**config.mk**
```make
export PLATFORM = sky130hd
export DESIGN_NAME = ifetch_axi_lite_master_flat
export DESIGN_NICKNAME = d
export VERILOG_FILES = /design/src/rtl/ifetch_axi_lite_master_if.sv /design/src/rtl/ifetch_axi_lite_master.sv /design/src/flat_wrapper.sv
export SDC_FILE = /design/constraint.sdc
export NUM_CORES = 1
export LEC_CHECK = 0
export CAP_MARGIN = 20
export CORE_MARGIN = 5
export CORE_UTILIZATION = 29
export DETAILED_ROUTE_END_ITERATION = 6
export GPL_TIMING_DRIVEN = 0
export PLACE_DENSITY = 0.69
export SLEW_MARGIN = 15
export SYNTH_ARGS = -nofsm -noshare
export SYNTH_HDL_FRONTEND = slang
export SYNTH_SLANG_ARGS = --single-unit
```
**constraint.sdc**
```tcl
create_clock -name clk -period 4.2 [get_ports clk]
set_input_delay 1.26 -clock clk [delete_from_list [all_inputs] [get_ports clk]]
set_output_delay 1.26 -clock clk [all_outputs]
set_load 0.01 [all_outputs]
```
**src/rtl/ifetch_axi_lite_master_if.sv**
```systemverilog
// AXI4-Lite read channel bundle (AR + R) between the fetch initiator and the
// instruction-memory read slave.
interface ifetch_axi_lite_master_if #(
  parameter int ADDR_WIDTH = 32,
  parameter int DATA_WIDTH = 32
);
  logic [ADDR_WIDTH-1:0] araddr;
  logic                  arvalid;
  logic                  arready;
  logic [DATA_WIDTH-1:0] rdata;
  logic                  rvalid;
  logic                  rready;

  modport master (
    output araddr, arvalid, rready,
    input  arready, rdata, rvalid
  );

  modport slave (
    input  araddr, arvalid, rready,
    output arready, rdata, rvalid
  );
endinterface

```
**src/rtl/ifetch_axi_lite_master.sv**
```systemverilog
// Single-outstanding AXI4-Lite read initiator for instruction fetch, with
// flush discard, misaligned-address rejection and a bus timeout.
module ifetch_axi_lite_master #(
  parameter int ADDR_WIDTH     = 32,
  parameter int DATA_WIDTH     = 32,
  parameter int TIMEOUT_CYCLES = 256,
  parameter int CNT_WIDTH      = 9
) (
  input  logic                  clk,
  input  logic                  resetn,
  input  logic                  i_fetch_req,
  input  logic [ADDR_WIDTH-1:0] i_fetch_addr,
  output logic                  o_fetch_ready,
  output logic                  o_fetch_valid,
  output logic [DATA_WIDTH-1:0] o_fetch_instr,
  output logic                  o_fetch_err,
  input  logic                  i_flush,
  ifetch_axi_lite_master_if.master axi
);

  typedef enum logic [1:0] {IDLE, ADDR, DATA} state_t;

  localparam logic [CNT_WIDTH-1:0] CNT_LAST = CNT_WIDTH'(TIMEOUT_CYCLES - 1);

  state_t                state_q, state_d;
  logic [ADDR_WIDTH-1:0] araddr_q, araddr_d;
  logic                  arvalid_q, arvalid_d;
  logic                  rready_q, rready_d;
  logic                  valid_q, valid_d;
  logic [DATA_WIDTH-1:0] instr_q, instr_d;
  logic                  err_q, err_d;
  logic                  discard_q, discard_d;
  logic [CNT_WIDTH-1:0]  cnt_q, cnt_d;

  logic ar_hs, r_hs, timeout_hit, drop;

  assign ar_hs       = arvalid_q && axi.arready;
  assign r_hs        = rready_q && axi.rvalid;
  assign timeout_hit = (cnt_q == CNT_LAST);
  // A flush arriving in the same cycle as the result still discards it.
  assign drop        = discard_q || i_flush;

  always_comb begin
    // NOTE: every variable gets a default before the case so no latch is inferred.
    state_d   = state_q;
    araddr_d  = araddr_q;
    arvalid_d = arvalid_q;
    rready_d  = rready_q;
    valid_d   = 1'b0;
    instr_d   = instr_q;
    err_d     = 1'b0;
    discard_d = discard_q;
    cnt_d     = cnt_q;

    unique case (state_q)
      IDLE: begin
        if (i_fetch_req) begin
          if (i_fetch_addr[1:0] != 2'b00) begin
            err_d = 1'b1;
          end else begin
            araddr_d  = i_fetch_addr;
            arvalid_d = 1'b1;
            cnt_d     = '0;
            discard_d = 1'b0;
            state_d   = ADDR;
          end
        end
      end

      ADDR: begin
        cnt_d = cnt_q + CNT_WIDTH'(1);
        if (i_flush) discard_d = 1'b1;
        if (ar_hs) begin
          arvalid_d = 1'b0;
          rready_d  = 1'b1;
          state_d   = DATA;
        end else if (timeout_hit) begin
          arvalid_d = 1'b0;
          err_d     = !drop;
          discard_d = 1'b0;
          state_d   = IDLE;
        end
      end

      DATA: begin
        cnt_d = cnt_q + CNT_WIDTH'(1);
        if (i_flush) discard_d = 1'b1;
        if (r_hs) begin
          rready_d  = 1'b0;
          state_d   = IDLE;
          discard_d = 1'b0;
          if (!drop) begin
            instr_d = axi.rdata;
            valid_d = 1'b1;
          end
        end else if (timeout_hit) begin
          rready_d  = 1'b0;
          err_d     = !drop;
          discard_d = 1'b0;
          state_d   = IDLE;
        end
      end

      default: state_d = IDLE;
    endcase
  end

  // NOTE: sequential state uses non-blocking assignments only.
  always_ff @(posedge clk or negedge resetn) begin
    if (!resetn) begin
      state_q   <= IDLE;
      araddr_q  <= '0;
      arvalid_q <= 1'b0;
      rready_q  <= 1'b0;
      valid_q   <= 1'b0;
      instr_q   <= '0;
      err_q     <= 1'b0;
      discard_q <= 1'b0;
      cnt_q     <= '0;
    end else begin
      state_q   <= state_d;
      araddr_q  <= araddr_d;
      arvalid_q <= arvalid_d;
      rready_q  <= rready_d;
      valid_q   <= valid_d;
      instr_q   <= instr_d;
      err_q     <= err_d;
      discard_q <= discard_d;
      cnt_q     <= cnt_d;
    end
  end

  assign o_fetch_ready = (state_q == IDLE);
  assign o_fetch_valid = valid_q;
  assign o_fetch_instr = instr_q;
  assign o_fetch_err   = err_q;
  assign axi.araddr    = araddr_q;
  assign axi.arvalid   = arvalid_q;
  assign axi.rready    = rready_q;

endmodule
```
**src/flat_wrapper.sv**
```systemverilog
// flat-port wrapper written by rule: the top's interface ports become plain ports
module ifetch_axi_lite_master_flat 
#(
  parameter int ADDR_WIDTH     = 32,
  parameter int DATA_WIDTH     = 32,
  parameter int TIMEOUT_CYCLES = 256,
  parameter int CNT_WIDTH      = 9
)
  (clk, resetn, i_fetch_req, i_fetch_addr, o_fetch_ready, o_fetch_valid, o_fetch_instr, o_fetch_err, i_flush, axi_araddr, axi_arvalid, axi_rready, axi_arready, axi_rdata, axi_rvalid);
  ifetch_axi_lite_master_if #(.ADDR_WIDTH(ADDR_WIDTH), .DATA_WIDTH(DATA_WIDTH)) axi_i ();
  input  logic clk;
  input  logic resetn;
  input  logic i_fetch_req;
  input  logic [ADDR_WIDTH-1:0] i_fetch_addr;
  output logic o_fetch_ready;
  output logic o_fetch_valid;
  output logic [DATA_WIDTH-1:0] o_fetch_instr;
  output logic o_fetch_err;
  input  logic i_flush;
  output wire logic [$bits(axi_i.araddr)-1:0] axi_araddr;
  output wire logic [$bits(axi_i.arvalid)-1:0] axi_arvalid;
  output wire logic [$bits(axi_i.rready)-1:0] axi_rready;
  input wire logic [$bits(axi_i.arready)-1:0] axi_arready;
  input wire logic [$bits(axi_i.rdata)-1:0] axi_rdata;
  input wire logic [$bits(axi_i.rvalid)-1:0] axi_rvalid;
  assign axi_araddr = axi_i.araddr;
  assign axi_arvalid = axi_i.arvalid;
  assign axi_rready = axi_i.rready;
  assign axi_i.arready = axi_arready;
  assign axi_i.rdata = axi_rdata;
  assign axi_i.rvalid = axi_rvalid;
  ifetch_axi_lite_master #(.ADDR_WIDTH(ADDR_WIDTH), .DATA_WIDTH(DATA_WIDTH), .TIMEOUT_CYCLES(TIMEOUT_CYCLES), .CNT_WIDTH(CNT_WIDTH)) u_core (.clk(clk), .resetn(resetn), .i_fetch_req(i_fetch_req), .i_fetch_addr(i_fetch_addr), .o_fetch_ready(o_fetch_ready), .o_fetch_valid(o_fetch_valid), .o_fetch_instr(o_fetch_instr), .o_fetch_err(o_fetch_err), .i_flush(i_flush), .axi(axi_i));
endmodule
```
After elaboration in Yosys (flattened, before gate mapping)

Cells that the tools add are included.

Flip-flop bits (word level): 80
Input bits: 70
Output and inout bits: 69

Add/subtract/negate cells: 1
Equal/unequal tests: 8
Muxes and demuxes: 33
Bitwise logic cells: 2
Reduce and logical (&&, ||, !) cells: 18

Operator list:

| operator                                                                | number |
|---|---|
| 1-bit 2-to-1 mux                                                        | 20 |
| 9-bit 2-to-1 mux                                                        | 2 |
| 9-bit one-hot mux with 2 select lines                                   | 1 |
| 3-bit AND reduction                                                     | 5 |
| 2-bit 2-to-1 mux                                                        | 5 |
| 9-bit by 1-bit adder with 9-bit output, second input constant           | 1 |
| 9-bit by 8-bit equality test with 1-bit output, second input constant   | 1 |
| 2-bit nonzero test                                                      | 4 |
| 3-bit by 1-bit inequality test with 1-bit output, second input constant | 2 |
| 1-bit one-hot mux with 3 select lines                                   | 2 |
| 2-bit one-hot mux with 3 select lines                                   | 1 |
| 2-bit inequality test, second input constant                            | 2 |
| 1-bit one-hot mux with 2 select lines                                   | 2 |
| 4-bit AND reduction                                                     | 1 |
| 3-bit nonzero test                                                      | 1 |
| 2-bit by 1-bit equality test with 1-bit output, second input constant   | 1 |
| 2-bit equality test, second input constant                              | 1 |
| 1-bit logical AND                                                       | 2 |
| 2-bit logical NOT                                                       | 1 |
| 2-bit by 1-bit inequality test with 1-bit output, second input constant | 1 |
| 1-bit inverter                                                          | 2 |
| 2-bit AND reduction                                                     | 1 |
| 2-bit OR reduction                                                      | 1 |
| 1-bit logical NOT                                                       | 1 |
| 1-bit logical OR                                                        | 1 |

Depth between registers and ports, before layout

Word-level depth: 5
Gate-level depth with buffers: 9
Depth with buffers taken out: 9

Worst setup path after synthesis

No wires, ideal clock.

Kind: input port to flip-flop
Start point: input port i_fetch_addr[1]
End point: register u_core.cnt_q[6]
Library setup time: 120 ps
Data arrival time: 2220 ps
Required time: 4080 ps
Path slack: 1860 ps
Cell stages on the path: 4
Buffers on the path: 0
Cells stage by stage: or3b_4 > a21oi_4 > o22ai_1 > a41o_1

Longest elaborated chain between the ends: 3

RTL lines:

| item                                   | line                          | source |
|---|---|---|
| start: declaration                     | flat_wrapper.sv:14            | `input logic [ADDR_WIDTH-1:0] i_fetch_addr;` |
| 2-bit nonzero test                     | ifetch_axi_lite_master.sv:58  | `if (i_fetch_addr[1:0] != 2'b00) begin` |
| 2-bit inequality test (no source line) | n/a                           |  |
| 3-bit AND reduction (no source line)   | n/a                           |  |
| end signal: assignment                 | ifetch_axi_lite_master.sv:129 | `cnt_q <= cnt_d;` |
| end: declaration                       | ifetch_axi_lite_master.sv:33  | `logic [CNT_WIDTH-1:0] cnt_q, cnt_d;` |

Every way passes these cells.
A chain may end at the register's enable or synchronous reset.

Final worst setup path

Start point: register u_core.state_q[0]
End point: output port o_fetch_ready

Longest elaborated chain between the ends: 1

RTL lines:

| item                     | line                          | source |
|---|---|---|
| start: declaration       | ifetch_axi_lite_master.sv:25  | `state_t state_q, state_d;` |
| start signal: assignment | ifetch_axi_lite_master.sv:121 | `state_q <= state_d;` |
| 2-bit logical NOT        | ifetch_axi_lite_master.sv:133 | `assign o_fetch_ready = (state_q == IDLE);` |
| end: declaration         | flat_wrapper.sv:15            | `output logic o_fetch_ready;` |

Every way passes these cells.

==> reports/metrics.cfg <==
[clock_network]
clockBufferDepth = 2
clock_sinks = 80
cts_setup_buffers = 0
cts_root_buffer = clkbuf_16
post_cts_hold_buffer_count = 0
clk_latency_ns = 0.34
numCtsBuffers = 9
h-tree-depth = 3
post_cts_resized = 0
clk_pin_slew_ns = 0.06
cts_tree = done

[timing]
fmax_ghz = 0.328
max_slew_margin_pct = 59.6
hold_viol = 0
slew_viol_final = 0
tightest_slew_ns = 0.605
setup_viol = 0
period_minus_slack_ns = 3.05
setup_tns_ns = 0
rsz0062_at_grt = no
clock_skew_ns = 0.00710
fin_crit_sh_pct = 72.5

[pwr]
pwr_density_cell_mw_per_mm2 = 681
p_comb_share_pct = 40.2
peakVddDrop_mv = 0.265
p_sw_share_pct = 31.2
p_sw_w = 0.00111
internal_power_w = 0.00245
p_seq_share_pct = 34.7
total_power_w = 0.00356
leakagePower_nw = 2.43
clkPwrFrac_pct = 25.1

[worst_setup_path]
path_max_fanout = 7
critPathSlowestCell = clkdlybuf4s50_1
path_cells = inv_1, ha_1, clkdlybuf4s50_1
critical_path_class = reg -> out
end_kind = output pin
max_stage_delay_ns = 0.61
worstSetupStartpointType = flip-flop
required_ns = 2.94
worstPathArrival_ns = 1.79

[min_path]
hp-class = reg -> reg

[cells_and_area]
fin_area_mm2 = 0.00523
fin_util_pct = 46.2
area_delta_synth_final_pct = 58.1
drive_gt1_share_pct = 13.2
nets = 525
fillCellCount = 1083
antenna_cells = 0

[place]
placed_area_mm2 = 0.00488
gp_congestion = 0.740
dp_hpwl_um = 6550
portBuffers = 138

[die]
io_pins = 139
die_y_um = 117
initial_core_util_pct = 29.2
die-area_mm2 = 0.0136
placementRows = 39
core_area_mm2 = 0.0113
dieWidth_um = 117

[drt]
dr.pass1.iters = 5
drtAntennaViolNets = 0
drt_iter0_markers = 107
viasPerCell = 4.49
via_count = 2675
wl_um = 8610
post_drt_wl_per_cell_um = 14.5
drc = 0

[logic_synthesis]
synth_cell_types = 38
synth.area.top_cells = dfrtp_1 (61%), nand2_1 (11%), mux2_2 (9.5%), ha_1 (2.6%), mux2_1 (1.4%)
ys_top_cells_by_count = nand2_1 (100), dfrtp_1 (80), mux2_2 (28), nand3_1 (8), nor2_1 (8)
synthesis.area_mm2 = 0.00331
yosysMostFrequentCell = nand2_1
ys_seq_area_share_pct = 60.5
synth_ff_type = dfrtp_1
synth-seq-cells = 80
postSynthAreaPerCell_um2 = 11.1
async_flop_share_pct = 100
post-synth-top-area-fraction_pct = 60.5
synthCells = 298
synth_fp_nets = 375
ys.warnings.count = 0
synth_edf_count = 0
yosysTopAreaCell = dfrtp_1

[global_route]
grt_pass1_wl_um = 13300
grt.total_usage_pct = 12.5
grt_pass1_vias = 2727
overflow = 0
grt_max_degree = 46
grt_antenna_before_repair = 0

[run]
max-cap-violations = 0

[outcome]
run_status = finished, final reports clean

## power groups by stage
stage	Sequential, W	Combinational (W)	Clock (W)
5_1_grt	0.00127	0.00156	0.000956
6_report	0.00124	0.00143	0.000896
2_1_floorplan	0.00137	0.000522	0
3_3_place_gp	0.00123	0.00143	0
4_1_cts	0.00124	0.00146	0.000917
3_5_place_dp	0.00125	0.00145	0
## registers in the layout, indices dropped and copies added (netlist names)
| register | cells |
|---|---|
| u_core.discard_q | 1 |
| u_core.o_fetch_err | 1 |
| u_core.state_q | 2 |
| u_core.axi.araddr | 32 |
| u_core.o_fetch_valid | 1 |
| u_core.axi.rready | 1 |
| u_core.o_fetch_instr | 32 |
| u_core.axi.arvalid | 1 |
| u_core.cnt_q | 9 |
## worst max-delay path, delay by kind of cell, from the launching register on
| kind | cells | cell delay [ns] |
|---|---|---|
| adder cells (fa/ha/maj) | 1 | 0.31 |
| flip-flops | 1 | 0.42 |
| buffers and inverters | 2 | 0.72 |
## placed cells by master (no fill, tap or decap), types with 2 or more instances in the layout
cell,n
o21ai_0,5
o21a_1,2
nand2_1,100
buf_2,4
nand4_1,3
clkinvlp_4,2
mux2_2,28
nor2b_1,2
nand3_1,8
a21oi_1,2
dfrtp_1,80
a31oi_1,2
nor2_1,8
clkdlybuf4s50_1,137
clkbuf_1,7
and2_1,3
o21ai_1,7
clkbuf_16,9
inv_1,6
mux2_1,4
ha_1,7
bufinv_16,3
## final timing paths
path	slack (ns)	end	from	cells past startpoint
min reg2reg	0.47	u_core.axi.araddr[24]	u_core.axi.araddr[24]	2
min in group asynchronous	0.92	u_core.o_fetch_instr[19]	resetn	1
max	1.15	o_fetch_ready	u_core.state_q[0]	3
max reg2reg	2.29	u_core.state_q[1]	u_core.cnt_q[0]	9
min	0.47	u_core.axi.araddr[24]	u_core.axi.araddr[24]	2
max in group asynchronous	2.68	u_core.axi.araddr[8]	resetn	2
## kinds of logic (layout without fill, tap and decap cells)
kind of cell,count (synthesis),in the layout,share of synthesized area [%]
DFF,80,80,60.5
AOI/OAI and AO/OA,32,32,7.34
and+or+nand+nor,130,130,16.5
buffers and inverters,17,172,2.08
muxes,32,32,10.9
adders and majority gates,7,7,2.65
## stage by stage
step | instances | setup WS [ns] | hold slack [ns]
final | 596 | 1.15 | 0.473
after global routing | 596 | 1.06 | 0.502
after CTS | 596 | 1.13 | 0.477
after detailed placement | 580 | 1.23 | 0.461
after global placement | 579 | -0.996 | 0.457
after floorplan | 298 | 1.86 | 0.470
## cell type report
cell class                      count  area (µm²)  area share (%)
Sequential cell                    80        2000            38.3
Tap cell                          143         179            3.42
Clock inverter                      7         119            2.27
Multi-Input combinational cell    201        1240            23.6
Clock buffer                        9         225            4.31
Inverter                            6        22.5           0.431
Timing Repair Buffer              139        1400            26.8
Buffer                             11        46.3           0.885
## routing by layer
layer	track usage [%]	up-vias	part of all wire (%)
li1	-	1298	-
met1	15.0	1294	40
met2	21.1	71	52
met3	4.22	12	6.8
met4	4.59	0	1.4
met5	0	-	0
Power figures use the tool's default switching activity.
